$ cat src/rtl/sc_psr.sv
// Processor status register: stores {N,Z,V,C} from ALU flag-setting ops, decodes branch
// conditions from the stored flags, raises an overflow trap, and counts overflow events.
module sc_psr #(
  parameter int DATAWIDTH_ALU_SELECTION = 4,
  parameter int DATAWIDTH_CONDITION     = 4
) (
  input  logic                               SC_PSR_CLOCK_50,
  input  logic                               SC_PSR_RESET_InLow,
  input  logic                               SC_PSR_Negative_InHigh,
  input  logic                               SC_PSR_Zero_InHigh,
  input  logic                               SC_PSR_Overflow_InHigh,
  input  logic                               SC_PSR_Carry_InHigh,
  input  logic [DATAWIDTH_ALU_SELECTION-1:0] SC_PSR_ALUSelection_In,
  input  logic                               SC_PSR_Load_InHigh,
  input  logic [DATAWIDTH_CONDITION-1:0]     SC_PSR_Condition_In,
  input  logic                               SC_PSR_TrapEnable_InHigh,
  input  logic                               SC_PSR_TrapAck_InHigh,
  input  logic                               SC_PSR_CountClear_InHigh,
  output logic [3:0]                         SC_PSR_Flags_Out,
  output logic                               SC_PSR_BranchTaken_OutHigh,
  output logic                               SC_PSR_TrapRequest_OutHigh,
  output logic [3:0]                         SC_PSR_OverflowCount_Out
);

  typedef enum logic [1:0] {
    IDLE,
    PENDING,
    RELEASE
  } trapState_t;

  trapState_t trapState, trapStateNext;
  logic [3:0] flags;
  logic [3:0] overflowCount;
  logic       isAddcc;
  logic       isFlagOp;
  logic       overflowEvent;
  logic       condBase;
  logic       flagN, flagZ, flagV, flagC;

  assign isAddcc       = (SC_PSR_ALUSelection_In == DATAWIDTH_ALU_SELECTION'(3));
  assign isFlagOp      = (SC_PSR_ALUSelection_In <  DATAWIDTH_ALU_SELECTION'(4));
  assign overflowEvent = SC_PSR_Load_InHigh & isAddcc & SC_PSR_Overflow_InHigh;

  always_ff @(posedge SC_PSR_CLOCK_50 or negedge SC_PSR_RESET_InLow) begin
    if (!SC_PSR_RESET_InLow) begin
      flags <= '0;
    end else if (SC_PSR_Load_InHigh && isFlagOp) begin
      if (isAddcc)
        flags <= {SC_PSR_Negative_InHigh, SC_PSR_Zero_InHigh,
                  SC_PSR_Overflow_InHigh, SC_PSR_Carry_InHigh};
      else
        flags <= {SC_PSR_Negative_InHigh, SC_PSR_Zero_InHigh, 2'b00};
    end
  end

  assign {flagN, flagZ, flagV, flagC} = flags;

  // Upper condition bit inverts the base test selected by the lower three bits.
  always_comb begin
    condBase = 1'b0;
    unique case (SC_PSR_Condition_In[2:0])
      3'd0: condBase = 1'b0;
      3'd1: condBase = flagZ;
      3'd2: condBase = flagZ | (flagN ^ flagV);
      3'd3: condBase = flagN ^ flagV;
      3'd4: condBase = flagC | flagZ;
      3'd5: condBase = flagC;
      3'd6: condBase = flagN;
      3'd7: condBase = flagV;
      default: condBase = 1'b0;
    endcase
    SC_PSR_BranchTaken_OutHigh = SC_PSR_RESET_InLow & (condBase ^ SC_PSR_Condition_In[3]);
  end

  always_ff @(posedge SC_PSR_CLOCK_50 or negedge SC_PSR_RESET_InLow) begin
    if (!SC_PSR_RESET_InLow)
      trapState <= IDLE;
    else
      trapState <= trapStateNext;
  end

  always_comb begin
    trapStateNext = trapState;
    unique case (trapState)
      IDLE:    if (overflowEvent && SC_PSR_TrapEnable_InHigh) trapStateNext = PENDING;
      PENDING: if (SC_PSR_TrapAck_InHigh)                     trapStateNext = RELEASE;
      RELEASE: if (!SC_PSR_TrapAck_InHigh)                    trapStateNext = IDLE;
      default: trapStateNext = IDLE;
    endcase
  end

  assign SC_PSR_TrapRequest_OutHigh = (trapState == PENDING);

  always_ff @(posedge SC_PSR_CLOCK_50 or negedge SC_PSR_RESET_InLow) begin
    if (!SC_PSR_RESET_InLow)
      overflowCount <= '0;
    else if (SC_PSR_CountClear_InHigh)
      overflowCount <= '0;
    else if (overflowEvent && (overflowCount != '1))
      overflowCount <= overflowCount + 4'd1;
  end

  assign SC_PSR_Flags_Out         = flags;
  assign SC_PSR_OverflowCount_Out = overflowCount;

endmodule

$ cat config.mk
export PLATFORM = sky130hd
export DESIGN_NAME = sc_psr
export DESIGN_NICKNAME = d
export VERILOG_FILES = /design/src/rtl/sc_psr.sv
export SDC_FILE = /design/constraint.sdc
export NUM_CORES = 1
export LEC_CHECK = 0
export ABC_AREA = 1
export BUFFER_PORTS_ARGS = -buffer_cell sky130_fd_sc_hd__buf_2
export CELL_PAD_IN_SITES_DETAIL_PLACEMENT = 0
export CELL_PAD_IN_SITES_GLOBAL_PLACEMENT = 1
export CORE_MARGIN = 8
export CORE_UTILIZATION = 32
export DETAILED_ROUTE_END_ITERATION = 10
export PLACE_DENSITY_LB_ADDON = 0.05
export SYNTH_ARGS = -nofsm -noshare
export SYNTH_HDL_FRONTEND = slang
export SYNTH_SLANG_ARGS = --single-unit
$ cat constraint.sdc
create_clock -name SC_PSR_CLOCK_50 -period 2.2 [get_ports SC_PSR_CLOCK_50]
set_input_delay 0.33 -clock SC_PSR_CLOCK_50 [delete_from_list [all_inputs] [get_ports SC_PSR_CLOCK_50]]
set_output_delay 0.33 -clock SC_PSR_CLOCK_50 [all_outputs]
set_load 0.005 [all_outputs]
==> flow_summary.yaml <==
outcome:
  status: "complete, no violations"
worst_setup_path:
  worstSetupStartpointType: "primary input"
  setup.worst_path.end_class: "primary output"
  cp_data_required_time_ps: 1870
  cp_common_cell: "buf_2"
  crit_arrival_ps: 1390
  crit_chain: "dlygate4sd3_1, buf_2, nand2_1, nor2_1, buf_2"
  cp_slowest_cell: "dlygate4sd3_1"
  crit_path_max_fanout: 11
  crit_type: "primary input to primary output"
  rr_worst_depth: 7
  critical-path-max-stage-delay_ps: 520
detailed_routing:
  routed_wirelength_um: 1420
  viasPerCell: 4.27
  drc_errors: 0
  avgRoutedWirePerCell_um: 10.3
  detailedRoute.firstPassIterationCount: 4
  ant_nets: 0
  dr_total_vias: 585
  drt_iter0_drc: 9
timing:
  min_period_over_period_pct: 78.1
  fmax_mhz: 582
  report.final.slew_viol_count: 0
  tightest_slew_ps: 249
  rsz0062_at_grt: "false"
  fin_skew_ps: 3.84
  post-route-min-period_ps: 1720
  tns_ps: 0
  relSlewSlack_pct: 83.4
  finalHoldViolCount: 0
  finalSetupViolCount: 0
die:
  die_h_um: 59.4
  start_util_pct: 34.6
  die_w_um: 59.4
  core_mm2: 0.00175
  num_rows: 15
  die_area_mm2: 0.00353
  pin_count: 28
layout:
  instances_no_fill: 137
  fin_nets: 132
  layout-drive-gt1-share_pct: 33.9
  final_common_cell: "buf_2"
  final_cell_mix: "buf_2, nand2_1, dfrtp_1"
  design_area_um2: 816
  num-fill-cells: 180
  antennaDiodeCount: 0
  area_growth_pct: 35.3
clock_tree:
  cts_resized: 0
  cts_made_buffers: 3
  cts_sinks: 10
  cts_buffer_depth: 2
  cts_setup_buffers: 0
  tritoncts: "built"
  htree_levels: 1
  clock_latency_ps: 270
  cts_hold_buf: 1
  clk_pin_slew_ps: 70
  clock_tree.root_cell: "clkbuf_4"
placed_design:
  dp_hpwl_um: 1160
  dpl_cell_area_um2: 769
  place.gp.congestion: 0.749
  dp.cells: 132
  io_buffers: 27
grt:
  grt_max_degree: 12
  antenna_found_initial: 0
  grt_pass1_vias: 592
  grt_usage_pct: 9.21
  overflow: 0
  grt_pass1_wl_um: 2500
power_and_ir_drop:
  power.density_mw_per_mm2: 552
  leakage_nw: 0.476
  vdd_drop_max_uv: 338
min_path:
  hold_path_depth: 2
  holdCritPathClass: "primary input to flip-flop"
logic_synthesis:
  synth.distinct_cells: 19
  ys_seq_area_share_pct: 41.5
  syn_area_um2: 603
  yosysWarningCount: 0
  syn_nets: 99
  avgSynthCellArea_um2: 7.54
  synth-seq-cells: 10
  netlist_instances: 80
flow_run:
  drv_cap: 0
==> routing by layer <==
metal	GRT usage [%]	up-vias	share of wire [%]
met5	0	-	0
met4	3.07	0	0.64
met1	11.1	239	52
met3	5.86	2	10
li1	-	321	-
met2	12.8	23	37
==> through the flow <==
step                hold WS [ps]  total power [mW]  worst slack [ps]  utilization [%]
global route                 229             0.479               391             46.7
finish                       235             0.450               481             46.7
floorplan                   34.4             0.245               975                -
detailed placement           214             0.287               775             44.1
global placement             214             0.287               786             44.1
CTS                          227             0.459               455             46.7
==> path summary, 6_finish.rpt <==
kind | startpoint | slack (ps) | to
max | SC_PSR_RESET_InLow | 480 | SC_PSR_BranchTaken_OutHigh
min | SC_PSR_TrapAck_InHigh | 230 | trapState[0]$_DFFE_PN0P_
max in group asynchronous | SC_PSR_RESET_InLow | 1540 | SC_PSR_Flags_Out[1]$_DFFE_PN0P_
min reg2reg | trapState[0]$_DFFE_PN0P_ | 520 | trapState[1]$_DFFE_PN0P_
max reg2reg | SC_PSR_OverflowCount_Out[0]$_DFFE_PN0P_ | 910 | SC_PSR_OverflowCount_Out[0]$_DFFE_PN0P_
min in group asynchronous | SC_PSR_RESET_InLow | 450 | SC_PSR_Flags_Out[0]$_DFFE_PN0P_
==> Yosys cell counts <==
master,n,area share [%]
xnor2_1,1,1.5
nor2_1,8,5.0
o31ai_1,1,1.2
a21oi_1,4,3.3
nor3_1,1,0.83
inv_2,1,0.62
nor2_8,1,3.3
nand3_1,7,5.8
clkinv_1,1,0.62
inv_1,7,4.4
o21ai_0,1,0.83
nand2_4,2,3.7
o21ai_1,3,2.5
nand3_2,1,1.7
nand2_1,26,16
ha_1,1,2.1
nor2_2,2,2.1
xor2_1,2,2.9
dfrtp_1,10,41
==> worst max-delay path, delay by kind of cell <==
kind | cells | cell delay, ps
buffers and inverters | 3 | 890
AND/OR/NAND/NOR | 2 | 170
==> power breakdown <==
group | internal [mW] | switching [mW]
clock network | 0.101 | 0.0659
registers | 0.194 | 0.0108
logic | 0.0373 | 0.0418
total | 0.332 | 0.119
==> kinds of logic after synthesis <==
| family | share of synthesized area (%) |
|---|---|
| compound gates | 7.88 |
| xor+xnor | 4.36 |
| fa+ha+maj | 2.07 |
| buf+inv | 5.60 |
| flops | 41.5 |
| simple gates | 38.6 |
==> registers in the layout, indices dropped and copies added (netlist names) <==
signal                    flops
SC_PSR_OverflowCount_Out      4
SC_PSR_Flags_Out              4
trapState                     2
==> cell type report <==
cell class              instances  area (um2)  area share, %
inverters                       9        33.8           4.14
well taps                      25        31.3           3.83
clock buffers                   4        36.3           4.45
multi-input cells              61         319           39.1
repair buffers                 28         145           17.8
flip-flops and latches         10         250           30.7
Power figures use the tool's default switching activity.
